$ cat config.mk
export PLATFORM = sky130hd
export DESIGN_NAME = fb_wr_ctrl_flat
export DESIGN_NICKNAME = d
export VERILOG_FILES = /design/src/rtl/fb_pkg.sv /design/src/rtl/fb_wr_ctrl_if.sv /design/src/rtl/fb_wr_ctrl_rr_arb2.sv /design/src/rtl/fb_wr_ctrl.sv /design/src/flat_wrapper.sv
export SDC_FILE = /design/constraint.sdc
export NUM_CORES = 1
export LEC_CHECK = 0
export CAP_MARGIN = 20
export CORE_UTILIZATION = 44
export CTS_BUF_LIST = sky130_fd_sc_hd__clkbuf_4
export CTS_CLUSTER_DIAMETER = 30
export DETAILED_ROUTE_END_ITERATION = 7
export PLACE_DENSITY = 0.78
export SLEW_MARGIN = 20
export SYNTH_ARGS = -nofsm -noshare
export SYNTH_HDL_FRONTEND = slang
export SYNTH_SLANG_ARGS = --single-unit
$ cat constraint.sdc
create_clock -name clk -period 2.29 [get_ports clk]
set_clock_uncertainty 0.2 [all_clocks]
set_input_delay 0.3435 -clock clk [delete_from_list [all_inputs] [get_ports clk]]
set_output_delay 0.3435 -clock clk [all_outputs]
set_load 0.01 [all_outputs]
$ cat src/rtl/fb_pkg.sv
// ---------------------------------------------------------------------------
// fb_pkg
// Frame-buffer constants shared by the frame-buffer write controller and the
// VGA memory reader, plus the write-controller state encoding.
//   FB_ADDR_W : frame-buffer address width (640x480 pixels fit in 19 bits)
//   FB_DATA_W : pixel width, RGB444
//   FB_DEPTH  : number of pixels in one frame
// ---------------------------------------------------------------------------
package fb_pkg;

  localparam int          FB_ADDR_W = 19;
  localparam int          FB_DATA_W = 12;
  localparam int unsigned FB_DEPTH  = 307200;

  // Port A ownership: IDLE = requesters arbitrate, CLEAR = fill sequencer.
  typedef enum logic {
    IDLE  = 1'b0,
    CLEAR = 1'b1
  } fb_state_t;

endpackage : fb_pkg

$ cat src/rtl/fb_wr_ctrl_if.sv
// ---------------------------------------------------------------------------
// fb_req_if / fb_ram_if
// Bus bundles for the frame-buffer write controller.
//   fb_req_if : one pixel-write requester (valid/addr/data in, ready out).
//               master = requester side, slave = controller side.
//               Transfer when valid & ready; addr/data held stable until then.
//   fb_ram_if : bRAM port A write bus (ena, wea, addra, dina).
//               master = controller side, slave = bRAM side.
// ---------------------------------------------------------------------------
interface fb_req_if #(
  parameter int ADDR_W = 19,
  parameter int DATA_W = 12
);
  logic              valid;
  logic [ADDR_W-1:0] addr;
  logic [DATA_W-1:0] data;
  logic              ready;

  modport master (output valid, addr, data, input ready);
  modport slave  (input valid, addr, data, output ready);
endinterface : fb_req_if

interface fb_ram_if #(
  parameter int ADDR_W = 19,
  parameter int DATA_W = 12
);
  logic              ena;
  logic              wea;
  logic [ADDR_W-1:0] addra;
  logic [DATA_W-1:0] dina;

  modport master (output ena, wea, addra, dina);
  modport slave  (input ena, wea, addra, dina);
endinterface : fb_ram_if

$ cat src/rtl/fb_wr_ctrl_rr_arb2.sv
// ---------------------------------------------------------------------------
// rr_arb2
// Two-way round-robin grant. The grant is combinational from allow, valid
// and the pointer; the pointer moves only when a grant is issued (a grant
// always means a transfer, since grant implies valid).
//   clk, rst : clock, asynchronous active-high reset
//   allow    : arbitration permitted this cycle
//   valid[1:0] : request lines
//   grant[1:0] : one-hot (or zero) grant, equal to the ready outputs
// ---------------------------------------------------------------------------
module rr_arb2 (
  input  logic       clk,
  input  logic       rst,
  input  logic       allow,
  input  logic [1:0] valid,
  output logic [1:0] grant
);

  // 0: requester 0 wins a tie, 1: requester 1 wins a tie.
  logic prio_reg;

  always_comb begin
    grant = 2'b00;
    if (allow) begin
      unique case (valid)
        2'b01:   grant = 2'b01;
        2'b10:   grant = 2'b10;
        2'b11:   grant = prio_reg ? 2'b10 : 2'b01;
        default: grant = 2'b00;
      endcase
    end
  end

  // After serving requester 0 the tie goes to requester 1, and vice versa.
  always_ff @(posedge clk or posedge rst) begin
    if (rst) begin
      prio_reg <= 1'b0;
    end else if (|grant) begin
      prio_reg <= grant[0];
    end
  end

endmodule : rr_arb2

$ cat src/rtl/fb_wr_ctrl.sv
// ---------------------------------------------------------------------------
// fb_wr_ctrl
// Owns bRAM port A of the frame buffer. Two pixel-write requesters share the
// port with round-robin arbitration; a clear sequencer can fill the whole
// buffer (addresses 0..DEPTH-1) with one colour. With VBLANK_GATE=1, all
// writes and clear progress are restricted to vblank=1 cycles.
// Ports:
//   clk, rst     : pixel clock, asynchronous active-high reset
//   vblank       : vertical blanking (used only when VBLANK_GATE=1)
//   clear_start  : one-cycle pulse starting a clear
//   clear_color  : fill colour, sampled when clear_start is accepted
//   clear_busy   : clear sequencer owns port A
//   clear_done   : pulse coincident with the final clear write on ram
//   req0, req1   : requester buses (fb_req_if.slave)
//   ram          : bRAM port A (fb_ram_if.master), registered, 1-cycle latency
// ---------------------------------------------------------------------------
module fb_wr_ctrl
  import fb_pkg::*;
#(
  parameter int          ADDR_W      = FB_ADDR_W,
  parameter int          DATA_W      = FB_DATA_W,
  parameter int unsigned DEPTH       = FB_DEPTH,
  parameter bit          VBLANK_GATE = 1'b0
) (
  input  logic              clk,
  input  logic              rst,
  input  logic              vblank,
  input  logic              clear_start,
  input  logic [DATA_W-1:0] clear_color,
  output logic              clear_busy,
  output logic              clear_done,
  fb_req_if.slave           req0,
  fb_req_if.slave           req1,
  fb_ram_if.master          ram
);

  localparam logic [ADDR_W-1:0] LAST_ADDR = ADDR_W'(DEPTH - 1);

  fb_state_t         state_reg, state_next;
  logic [ADDR_W-1:0] cnt_reg,   cnt_next;
  logic [DATA_W-1:0] color_reg, color_next;
  logic              busy_reg,  busy_next;
  logic              done_reg,  done_next;
  logic              wr_reg,    wr_next;
  logic [ADDR_W-1:0] addr_reg,  addr_next;
  logic [DATA_W-1:0] data_reg,  data_next;

  logic       en;
  logic       start_acc;
  logic       arb_allow;
  logic [1:0] grant;

  assign en = !VBLANK_GATE || vblank;

  // busy_reg stays high for one cycle after the last clear step (state is
  // already IDLE then), so both clear acceptance and arbitration wait for it.
  assign start_acc = clear_start && (state_reg == IDLE) && !busy_reg;
  assign arb_allow = (state_reg == IDLE) && !busy_reg && en && !clear_start;

  rr_arb2 u_arb (
    .clk   (clk),
    .rst   (rst),
    .allow (arb_allow),
    .valid ({req1.valid, req0.valid}),
    .grant (grant)
  );

  assign req0.ready = grant[0];
  assign req1.ready = grant[1];

  always_comb begin
    state_next = state_reg;
    cnt_next   = cnt_reg;
    color_next = color_reg;
    busy_next  = busy_reg;
    done_next  = 1'b0;
    wr_next    = 1'b0;
    addr_next  = addr_reg;
    data_next  = data_reg;

    // clear_done is visible this cycle; busy drops on the next one.
    if (done_reg) begin
      busy_next = 1'b0;
    end

    unique case (state_reg)
      IDLE: begin
        if (start_acc) begin
          state_next = CLEAR;
          cnt_next   = '0;
          color_next = clear_color;
          busy_next  = 1'b1;
        end else if (grant[0]) begin
          wr_next   = 1'b1;
          addr_next = req0.addr;
          data_next = req0.data;
        end else if (grant[1]) begin
          wr_next   = 1'b1;
          addr_next = req1.addr;
          data_next = req1.data;
        end
      end
      CLEAR: begin
        if (en) begin
          wr_next   = 1'b1;
          addr_next = cnt_reg;
          data_next = color_reg;
          if (cnt_reg == LAST_ADDR) begin
            state_next = IDLE;
            done_next  = 1'b1;
          end else begin
            cnt_next = cnt_reg + ADDR_W'(1);
          end
        end
      end
      default: state_next = IDLE;
    endcase
  end

  always_ff @(posedge clk or posedge rst) begin
    if (rst) begin
      state_reg <= IDLE;
      cnt_reg   <= '0;
      color_reg <= '0;
      busy_reg  <= 1'b0;
      done_reg  <= 1'b0;
      wr_reg    <= 1'b0;
      addr_reg  <= '0;
      data_reg  <= '0;
    end else begin
      state_reg <= state_next;
      cnt_reg   <= cnt_next;
      color_reg <= color_next;
      busy_reg  <= busy_next;
      done_reg  <= done_next;
      wr_reg    <= wr_next;
      addr_reg  <= addr_next;
      data_reg  <= data_next;
    end
  end

  assign ram.ena    = wr_reg;
  assign ram.wea    = wr_reg;
  assign ram.addra  = addr_reg;
  assign ram.dina   = data_reg;
  assign clear_busy = busy_reg;
  assign clear_done = done_reg;

endmodule : fb_wr_ctrl
$ cat src/flat_wrapper.sv
// flat-port wrapper written by rule: the top's interface ports become plain ports
module fb_wr_ctrl_flat import fb_pkg::*;
#(
  parameter int          ADDR_W      = FB_ADDR_W,
  parameter int          DATA_W      = FB_DATA_W,
  parameter int unsigned DEPTH       = FB_DEPTH,
  parameter bit          VBLANK_GATE = 1'b0
)
  (clk, rst, vblank, clear_start, clear_color, clear_busy, clear_done, req0_valid, req0_addr, req0_data, req0_ready, req1_valid, req1_addr, req1_data, req1_ready, ram_ena, ram_wea, ram_addra, ram_dina);
  fb_req_if #(.ADDR_W(ADDR_W), .DATA_W(DATA_W)) req0_i ();
  fb_req_if #(.ADDR_W(ADDR_W), .DATA_W(DATA_W)) req1_i ();
  fb_ram_if #(.ADDR_W(ADDR_W), .DATA_W(DATA_W)) ram_i ();
  input  logic clk;
  input  logic rst;
  input  logic vblank;
  input  logic clear_start;
  input  logic [DATA_W-1:0] clear_color;
  output logic clear_busy;
  output logic clear_done;
  input wire logic [$bits(req0_i.valid)-1:0] req0_valid;
  input wire logic [$bits(req0_i.addr)-1:0] req0_addr;
  input wire logic [$bits(req0_i.data)-1:0] req0_data;
  output wire logic [$bits(req0_i.ready)-1:0] req0_ready;
  input wire logic [$bits(req1_i.valid)-1:0] req1_valid;
  input wire logic [$bits(req1_i.addr)-1:0] req1_addr;
  input wire logic [$bits(req1_i.data)-1:0] req1_data;
  output wire logic [$bits(req1_i.ready)-1:0] req1_ready;
  output wire logic [$bits(ram_i.ena)-1:0] ram_ena;
  output wire logic [$bits(ram_i.wea)-1:0] ram_wea;
  output wire logic [$bits(ram_i.addra)-1:0] ram_addra;
  output wire logic [$bits(ram_i.dina)-1:0] ram_dina;
  assign req0_i.valid = req0_valid;
  assign req0_i.addr = req0_addr;
  assign req0_i.data = req0_data;
  assign req0_ready = req0_i.ready;
  assign req1_i.valid = req1_valid;
  assign req1_i.addr = req1_addr;
  assign req1_i.data = req1_data;
  assign req1_ready = req1_i.ready;
  assign ram_ena = ram_i.ena;
  assign ram_wea = ram_i.wea;
  assign ram_addra = ram_i.addra;
  assign ram_dina = ram_i.dina;
  fb_wr_ctrl #(.ADDR_W(ADDR_W), .DATA_W(DATA_W), .DEPTH(DEPTH), .VBLANK_GATE(VBLANK_GATE)) u_core (.clk(clk), .rst(rst), .vblank(vblank), .clear_start(clear_start), .clear_color(clear_color), .clear_busy(clear_busy), .clear_done(clear_done), .req0(req0_i), .req1(req1_i), .ram(ram_i));
endmodule
==> metrics.md, run 1 <==
| Metric | Value |
|---|---|
| Drt total wl | `roughly 11,000 µm` |
| CORE AREA | `0.008217 mm²` |
| DIE HEIGHT | `94.29 µm` |
| R2R cell count | `4` |
| VDD IR-drop max | `0.3876 mV` |
| Met3 track demand over resource | `0.03236` |
| Setup-failing EPs final | `0` |
| Vias per cell | `5.745` |
| Pwr/cell area | `roughly 600 mW/mm²` |
| CTS Buf Count | `9` |
| Slew @ Worst Pin | `0.6122 ns` |
| CP Class | `flip-flop to flip-flop` |
| TritonCTS clock tree | `yes` |
| Most common cell after layout, fill and taps aside | `clkdlybuf4s50_1` |
| Slew headroom | `0.5918` |
| Met2 Usage GRT | `0.3931` |
| Die Width | `roughly 94 µm` |
| Worst setup EP type | `flip-flop` |
| Synth warnings | `0` |
| Vias in the first global route | `3,370` |
| Layout cells sized above 1 | `0.1170` |
| Global route total overflow | `0` |
| Cell Count, Final, Fillers Out | `635` |
| Critical Path Source Type | `flip-flop` |
| Clock Latency Late Sink | `between 0.4 and 0.5 ns` |
| Syn_area_per_cell | `9.095 µm²` |
| Initial Utilization | `0.4561` |
| Crit path required time | `2.41 ns` |
| Via count | `between 3,000 and 4,000` |
| Final Power | `3119 µW` |
| Fmax | `0.4685 GHz` |
| Clock transition at path regs | `0.12 ns` |
| CTS Hold Bufs | `0` |
| Path type of the worst min-delay path | `input pin to async pin` |
| GPL Wtd Cong | `approximately 0.87` |
| Synth unique cells | `55` |
| Final HPWL DP | `approximately 7600 µm` |
| Synth Register Bits | `67` |
| Die area | `0.008890 mm²` |
| Final net count | `607` |
| Synth async-reset ratio | `1.000` |
| R2r setup slk | `0.16 ns` |
| Residual DRC count | `0` |
| Post-layout min period | `about 2.1 ns` |
| Num rows | `33` |
| Pre-antenna DRT Iters | `5` |
| Initial DRC count | `318` |
| Placed Instances | `618` |
| Mapped Area | `0.003747 mm²` |
| Total track usage | `0.2520` |
| Fin crit share | `0.9322` |
| Synth Net Count | `a little under 500` |
| Slowest stage cell on the critical path | `dfrtp_1` |
| CP endpoint | `u_core.cnt_reg[11]` |
| Wire length per cell | `16.90 µm` |
| CTS Buffer Depth | `2` |
| Slowest stage delay, CP | `0.51 ns` |
| Post-synth EDFFs | `0` |
| Fin. max-slew vios | `0` |
| Status | `finished clean` |
| First-pass GRT wire length | `17,130 µm` |
| CP Data Arrival Time | `2.26 ns` |
| Root Buffer | `clkbuf_4` |
| Sequential area share after synthesis | `0.4474` |
| RSZ-0062 raised after global routing | `no` |
| Clock sinks | `67` |
| CTS HTree Levels | `3` |
| R2r startpoint | `u_core.cnt_reg[4]` |
| Commonest non-fill, non-tap cells in the layout | `112 x clkdlybuf4s50_1, 66 x dfrtp_1, 52 x nand2_1` |
| Final hold slack | `0.09728 ns` |
| Endpoints failing hold | `0` |
| Initial antenna violation count | `0` |
| Worst-path fanout max | `10` |
| IO Pins | `between 100 and 150` |
| Lkg Pwr | `0.002337 µW` |
| Diodes inserted | `0` |
| Main flop type after synthesis | `dfrtp_1` |
| Crit-path cells | `and4_1 > nand4_4 > o31a_1 > o221ai_2` |
| Post-synthesis cell count | `412` |
| Crit path launch | `u_core.cnt_reg[4]` |
| Post-layout util | `0.6351` |
| GR Layer Usage met1 | `0.3586` |
| Buffers on Ports | `~120` |
| Largest net degree at the start of global routing | `64` |
| Global route hottest layer | `met2` |
| R2r endpoint | `u_core.cnt_reg[11]` |
| Maxcap violations | `0` |
| Antenna-violating nets left | `0` |
| Synth-to-Final Area Change | `39.27%` |
per-stage QoR:
stage | area, µm² | setup TNS, ns | setup slack [ns]
floorplan | 3747 | 0 | 0.06334
global placement | 5076 | -0.1348 | -0.08902
detailed placement | 5076 | -1.102 | -0.1047
CTS | 5219 | 0 | 0.1627
global route | 5219 | 0 | 0.07469
finish | 5219 | 0 | 0.1553
report_power, final:
part | internal, µW | switching [µW]
Clock | 336 | 433
Combinational | 474 | 400
Sequential | 1330 | 141
layout make-up:
type | instances | area, µm²
Clock inverter | 6 | 56.30
Tap cell | 105 | 131.4
Multi-Input combinational cell | 294 | 1848
Sequential cell | 67 | 1678
Timing Repair Buffer | 139 | 1378
Clock buffer | 10 | 75.07
Inverter | 14 | 52.55
Fill cell | 700 | 2998
synth_stat cells (all sizes together) (3+ instances only):
cell type  count  area share
or3            3      0.0050
nand3         39       0.053
mux2i          5       0.013
buf            9       0.021
nor2          29       0.029
inv           14       0.014
and3          34       0.057
o31ai         32       0.064
nand4          7       0.020
a21boi         6       0.012
and4           3      0.0077
o211ai         5       0.014
o21ai         10       0.014
o221ai         3       0.012
nand2         52       0.052
nand2b         4      0.0067
nor4           4      0.0067
a211oi        27       0.054
clkbuf        28       0.031
a21oi          5      0.0067
dfrtp         67        0.45
critical path, delay by kind of cell (launching register included):
family | cells | cell delay [ns]
compound gates | 2 | 0.75
simple gates | 2 | 0.58
flops | 1 | 0.51
metal layers:
metal	vias to the layer above	wire, µm
met5	-	0
met2	118	5161
met4	0	168
li1	1755	-
met1	1762	4948
met3	13	452
cells by family after synthesis:
family	count (synthesis)	share of synthesized area
flip-flops	67	0.4474
AO/OA/AOI/OAI	100	0.2077
buffers and inverters	51	0.06577
multiplexers	5	0.01336
adder cells (fa/ha/maj)	2	0.006677
AND/OR/NAND/NOR	186	0.2568
XOR/XNOR	1	0.002338
timing repair:
item,4_1_cts,5_1_grt
buffers inserted,1,0
hold endpoints to repair,0,0
setup endpoints to repair,2,0
resized for setup,5,0
worst min path at each step:
stage / endpoint / slack (ns) / cells after the start
2_1_floorplan: u_core.color_reg[0] / 0.25 / 2
3_3_place_gp: u_core.clear_busy / 0.25 / 1
3_5_place_dp: u_core.clear_busy / 0.25 / 1
4_1_cts: u_core.u_arb.prio_reg / 0.1 / 2
5_1_grt: u_core.ram.dina[9] / 0.14 / 2
6_report: u_core.color_reg[3] / 0.1 / 2
Note: power is estimated with default switching activity, not from simulation.
==> run 2: changes to the inputs <==
- CORE_ASPECT_RATIO: not set -> 1.25
==> run 2 against run 1 <==
  * The run now ends with design-rule violations left
  * Setup slack got worse by 0.012 ns
  * Power down 0.32%
  * Fmax fell by 0.58%
  * Critical path depth stayed put
  * Worst hold slack got worse by 0.024 ns
  * Final cell count down 0.16%
  * Highest routed layer unchanged
==> metrics.md, run 2 (synthesis gave the netlist of run 1 again) <==
| Metric | Value |
|---|---|
| Status | `finished with violations` |
| Failing checks | `design-rule violations` |
| Vias in the first global route | `3,774 (+12%)` |
| Slowest stage delay, CP | `0.50 ns (about the same)` |
| TritonCTS clock tree | `yes` |
| Buffers on Ports | `115 (unchanged)` |
| Initial DRC count | `230 (-28%)` |
| Residual DRC count | `7 (+7)` |
| CP Class | `flip-flop to flip-flop` |
| CTS HTree Levels | `3 (unchanged)` |
| CP Data Arrival Time | `2.28 ns (+0.02 ns)` |
| Crit-path cells | `and4_1 > nand4_4 > o31a_1 > o221ai_2` |
| Final net count | `614 (+1.2%)` |
| Path type of the worst min-delay path | `input pin to async pin` |
| DIE HEIGHT | `105.2 µm (+12%)` |
| Num rows | `37 (+12%)` |
| Final hold slack | `0.07320 ns (-0.02408 ns)` |
| Die Width | `84.55 µm (-10%)` |
| Initial antenna violation count | `1 (+1)` |
| Critical Path Source Type | `flip-flop` |
| Pwr/cell area | `594.2 mW/mm² (-0.56%)` |
| First-pass GRT wire length | `18,150 µm (+5.9%)` |
| Slew @ Worst Pin | `0.5983 ns (-0.01391 ns)` |
| Vias per cell | `5.815 (+1.2%)` |
| CTS Buffer Depth | `2 (unchanged)` |
| Slowest stage cell on the critical path | `dfrtp_1` |
| GPL Wtd Cong | `0.8751 (+0.61%)` |
| Pre-antenna DRT Iters | `7 (+2)` |
| Finished Cell Area | `0.005231 mm² (+0.24%)` |
| Clock transition at path regs | `0.11 ns (about the same)` |
| RSZ-0062 raised after global routing | `no` |
| Synth-to-Final Area Change | `39.60%` |
| Worst setup EP type | `flip-flop` |
| Via count | `3,687 (+1.1%)` |
| CORE AREA | `0.008240 mm² (+0.29%)` |
| Maxcap violations | `0 (unchanged)` |
| Crit path required time | `2.42 ns (about the same)` |
| Wire length per cell | `17.38 µm (+2.9%)` |
| Largest net degree at the start of global routing | `36 (-44%)` |
| IO Pins | `117 (unchanged)` |
| Global route total overflow | `0 (unchanged)` |
| Initial Utilization | `0.4548 (-0.001316)` |
| Post-DP Area | `0.005080 mm² (about the same)` |
| CTS Buf Count | `9 (unchanged)` |
| Die area | `0.008892 mm² (about the same)` |
| Setup-failing EPs final | `0 (unchanged)` |
| Drt total wl | `11,020 µm (+2.7%)` |
| Most common cell after layout, fill and taps aside | `clkdlybuf4s50_1` |
| Worst-path fanout max | `10 (unchanged)` |
| Clock Latency Late Sink | `0.42 ns (about the same)` |
| Fin. max-slew vios | `0 (unchanged)` |
| Post-layout min period | `2.147 ns (+0.01242 ns)` |
| Fmax | `0.4657 GHz (-0.58%)` |
| Antenna-violating nets left | `0 (unchanged)` |
| Clock sinks | `67 (unchanged)` |
| VDD IR-drop max | `0.2640 mV (-32%)` |
| Final HPWL DP | `8048 µm (+6.0%)` |
| Endpoints failing hold | `0 (unchanged)` |
| Slew headroom | `0.6011 (+0.009275)` |
| Root Buffer | `clkbuf_4` |
| Fill cells | `714 (+2.0%)` |
| Fin crit share | `0.9376 (+0.005424)` |
| Lkg Pwr | `0.002352 µW (+0.67%)` |
| Commonest non-fill, non-tap cells in the layout | `113 x clkdlybuf4s50_1, 66 x dfrtp_1, 52 x nand2_1` |
| Layout cells sized above 1 | `0.1250 (+0.008019)` |
| Total track usage | `0.2605 (+0.008585)` |
run 2: cell count changes in the layout (fill, tap and decap cells not counted), sizes merged:
cell	before	now
clkbuf	10	11
buf	24	31
clkinvlp	1	0
clkdlybuf4s50	112	113
clkinv	4	3
diode	0	1
dlygate4sd2	3	2
run 2: repair_timing:
action	4_1_cts	5_1_grt
hold buffers	0	0
resized for setup	3	0
buffers inserted	3	0
setup endpoints to repair	2	0
run 2: area by class of cell:
| type | count | area (µm²) | area share |
|---|---|---|---|
| multi-input combinational | 294 | 1842 | 0.3521 |
| sequential | 67 | 1678 | 0.3207 |
| timing repair buffer | 146 | 1410 | 0.2696 |
| tap | 97 | 121.4 | 0.02320 |
| clock buffer | 11 | 82.58 | 0.01579 |
| inverter | 14 | 52.55 | 0.01005 |
| clock inverter | 4 | 42.54 | 0.008132 |
| antenna | 1 | 2.502 | 0.0004784 |
run 2: worst max-delay path: cells and delay by family, from the launching register on:
family / cells / cell delay (ns)
AO/OA/AOI/OAI: 2 / 0.74
flip-flops: 1 / 0.50
AND/OR/NAND/NOR: 2 / 0.61
run 2: through the flow:
step | utilization | setup TNS (ns) | cells | power (µW) | setup WS [ns]
2_1_floorplan | - | 0 | 412 | 1922 | 0.06334
3_3_place_gp | 0.6165 | -0.1567 | 615 | 2347 | -0.09079
3_5_place_dp | 0.6165 | -0.7191 | 615 | 2377 | -0.09465
4_1_cts | 0.6345 | 0 | 633 | 3124 | 0.1358
5_1_grt | 0.6348 | 0 | 634 | 3265 | 0.02220
6_report | 0.6348 | 0 | 634 | 3109 | 0.1429
run 2: layer usage:
layer / track usage / share of wire
met1: 0.3050 / 0.40
met2: 0.4710 / 0.52
met5: 0 / 0
met3: 0.04502 / 0.063
met4: 0.09927 / 0.021
run 2: where the power goes:
group | internal, µW | switching (µW) | total (µW)
Sequential | 1330 | 155 | 1490
Clock | 344 | 408 | 751
Combinational | 477 | 391 | 868
Total | 2160 | 954 | 3110
run 2: worst paths after layout:
path	depth (start not counted)	slack [ns]	startpoint	to
setup / recovery	4	0.14	u_core.cnt_reg[4]	u_core.cnt_reg[10]
hold / removal	2	0.07	rst	u_core.ram.addra[5]
setup reg to reg	4	0.14	u_core.cnt_reg[4]	u_core.cnt_reg[10]
hold reg to reg	1	0.26	u_core.clear_done	u_core.clear_busy
max in group asynchronous	3	1.29	rst	u_core.ram.dina[10]
min in group clk	3	0.23	clear_color[2]	u_core.color_reg[2]
==> run 3: changes to the inputs <==
- CORE_UTILIZATION: 44 -> 25
- MAX_ROUTING_LAYER: not set -> met4
- PLACE_DENSITY: 0.78 -> 0.49
==> run 3 against run 2 <==
  * The flow still finishes with violations (design-rule violations)
  * Fmax is 0.18% lower
  * Critical path depth unchanged
  * Routed wire length up 9.8%
  * Global-route usage down 9.0 points
  * Sequential power is essentially flat
  * Power shrank 3.5%
  * Sequential share of layout area shrank 0.41 points
==> metrics.md, run 3 (synthesis gave the netlist of run 1 again) <==
| Metric | Value |
|---|---|
| Slowest stage delay, CP | `0.40 ns (-0.10 ns)` |
| Layout cells sized above 1 | `0.1161 (-0.008895)` |
| Die area | `0.01549 mm² (+74%)` |
| Fill cells | `1,520 (+110%)` |
| Vias per cell | `4.990 (-14%)` |
| Setup-failing EPs final | `0 (unchanged)` |
| Crit path required time | `1.75 ns (-0.67 ns)` |
| Initial DRC count | `104 (-55%)` |
| R2r startpoint | `u_core.cnt_reg[4]` |
| Slowest stage cell on the critical path | `dfrtp_1` |
| Residual DRC count | `7 (unchanged)` |
| Final Power | `3000 µW (-3.5%)` |
| R2r setup slk | `0.16 ns (+0.02 ns)` |
| Post-layout min period | `2.151 ns (+0.003891 ns)` |
| Worst hold path endpoint | `u_core.color_reg[1]` |
| Post-layout util | `0.3647 (-0.2702)` |
| Fin. max-slew vios | `0 (unchanged)` |
| Largest net degree at the start of global routing | `64 (+78%)` |
| Crit-path leading delay family | `buffers and inverters` |
| Critical Path Source Type | `flip-flop` |
| Buffers on Ports | `115 (unchanged)` |
| CTS HTree Levels | `3 (unchanged)` |
| VDD IR-drop max | `0.1973 mV (-25%)` |
| Clock Latency Late Sink | `0.41 ns (about the same)` |
| Path type of the worst min-delay path | `input pin to flip-flop` |
| CTS Buffer Depth | `2 (unchanged)` |
| Antenna-violating nets left | `0 (unchanged)` |
| IO Pins | `117 (unchanged)` |
| Slew headroom | `0.5897 (-0.01143)` |
| Clk pwr share | `0.214 (-0.028)` |
| Initial antenna violation count | `1 (unchanged)` |
| Root Buffer | `clkbuf_4` |
| Vias in the first global route | `3,740 (-0.90%)` |
| RSZ-0062 raised after global routing | `no` |
| Worst setup EP type | `primary output` |
| Drt total wl | `12,100 µm (+9.8%)` |
| Pwr/cell area | `566.1 mW/mm² (-4.7%)` |
| Wire length per cell | `16.98 µm (-2.4%)` |
| Internal | `2044 µW (-5.2%)` |
| Combinational group share of total power | `0.294 (+0.015)` |
| Worst-path fanout max | `4 (-6)` |
| Fin crit share | `0.9393 (+0.001699)` |
| Status | `finished with violations` |
| Sw frac | `0.3187 (+0.01201)` |
| WP depth | `4 (unchanged)` |
| Num rows | `49 (+32%)` |
| Fmax | `0.4649 GHz (-0.18%)` |
| Most common cell after layout, fill and taps aside | `clkdlybuf4s50_1` |
| Initial Utilization | `0.2579 (-0.1969)` |
| Final net count | `611 (-0.49%)` |
| Slew @ Worst Pin | `0.6155 ns (+0.01715 ns)` |
| Total track usage | `0.1707 (-0.08982)` |
| WHS Path Cells | `3` |
| Die Width | `111.5 µm (+32%)` |
| Via count | `3,558 (-3.5%)` |
| CTS Buf Count | `9 (unchanged)` |
| HP Start | `clear_color[1]` |
| Crit-path cells | `nor3_2 > buf_4 > and3_1 > dlygate4sd2_1` |
| Lkg Pwr | `0.002333 µW (-0.83%)` |
| Switch Pwr | `956.2 µW (+0.28%)` |
| Sum Neg Setup Slack | `0 ns (unchanged)` |
| Seq pwr share | `0.492 (+0.013)` |
| GPL Wtd Cong | `0.7917 (-9.5%)` |
| Synth-to-Final Area Change | `41.40%` |
| TritonCTS clock tree | `yes` |
| CP Data Arrival Time | `1.61 ns (-0.67 ns)` |
| R2R cell count | `4 (unchanged)` |
| Clock sinks | `67 (unchanged)` |
| WP buf/inv | `2 (+2)` |
| Clock transition at path regs | `0.11 ns (about the same)` |
| Commonest non-fill, non-tap cells in the layout | `113 x clkdlybuf4s50_1, 66 x dfrtp_1, 52 x nand2_1` |
| R2r endpoint | `u_core.cnt_reg[11]` |
| CP Class | `flip-flop to primary output` |
| Global route total overflow | `0 (unchanged)` |
| Failing checks | `design-rule violations` |
| Endpoints failing hold | `0 (unchanged)` |
| Pre-antenna DRT Iters | `6 (-1)` |
| DIE HEIGHT | `138.9 µm (+32%)` |
| First-pass GRT wire length | `20,000 µm (+10%)` |
| Maxcap violations | `0 (unchanged)` |
| Final HPWL DP | `8740 µm (+8.6%)` |
| CORE AREA | `0.01453 mm² (+76%)` |
-- run 3: cell count changes in the layout (fill, tap and decap cells not counted) --
cell and change:
buf_6 -1, dlygate4sd3_1 +1, buf_4 -4, clkinv_1 +2, bufinv_16 -1, buf_12 +1
-- run 3: per-stage QoR --
| step | hold slack [ns] | cells | area, µm² | setup slack [ns] |
|---|---|---|---|---|
| after floorplan | 0.2464 | 412 | 3747 | 0.06334 |
| after global placement | 0.2499 | 694 | 5179 | -0.05341 |
| after detailed placement | 0.2479 | 694 | 5179 | -0.06580 |
| after CTS | 0.2105 | 712 | 5296 | 0.09360 |
| after global routing | 0.2294 | 713 | 5299 | 0.01561 |
| final | 0.2460 | 713 | 5299 | 0.1390 |
-- run 3: how the worst max path moves through the flow --
| stage | start | to |
|---|---|---|
| CTS | u_core.clear_busy | req1_ready |
| floorplan | rst | u_core.clear_busy |
| finish | u_core.clear_busy | req1_ready |
| detailed placement | clear_start | u_core.cnt_reg[0] |
| global route | u_core.clear_busy | req0_ready |
| global placement | clear_start | u_core.cnt_reg[2] |
-- run 3: metal layers --
layer  global-route usage  share of wire  vias up
met2               0.2934           0.51       89
met5                    -              0        -
li1                     -              -     1750
met4              0.06259          0.014        0
met3              0.02316          0.035       11
met1               0.2028           0.44     1708
-- run 3: layout make-up --
type,instances,area (µm²),area share
inverter,14,52.55,0.009917
tap,178,222.7,0.04203
clock buffer,11,82.58,0.01558
sequential,67,1678,0.3166
antenna,1,2.502,0.0004723
multi-input combinational,294,1842,0.3476
clock inverter,5,20.02,0.003778
timing repair buffer,143,1399,0.2640
-- run 3: what timing repair did --
item / in CTS / in global routing
endpoints found under the hold margin: 4 / 0
gates resized for setup: 2 / 0
buffers inserted: 1 / 0
endpoints found under the setup margin: 2 / 0
hold buffers: 1 / 0
-- run 3: worst reg2reg max path, delay by kind of cell (launching register included) --
kind / cells / cell delay, ns
compound gates: 2 / 0.77
simple gates: 2 / 0.61
flops: 1 / 0.47
-- run 3: power by group through the flow --
stage / clock, µW / sequential (µW) / combinational (µW)
final: 642 / 1480 / 883
after global routing: 718 / 1500 / 967
after CTS: 681 / 1480 / 895
after detailed placement: 0 / 1500 / 890
after global placement: 0 / 1490 / 875
after floorplan: 0 / 1510 / 416
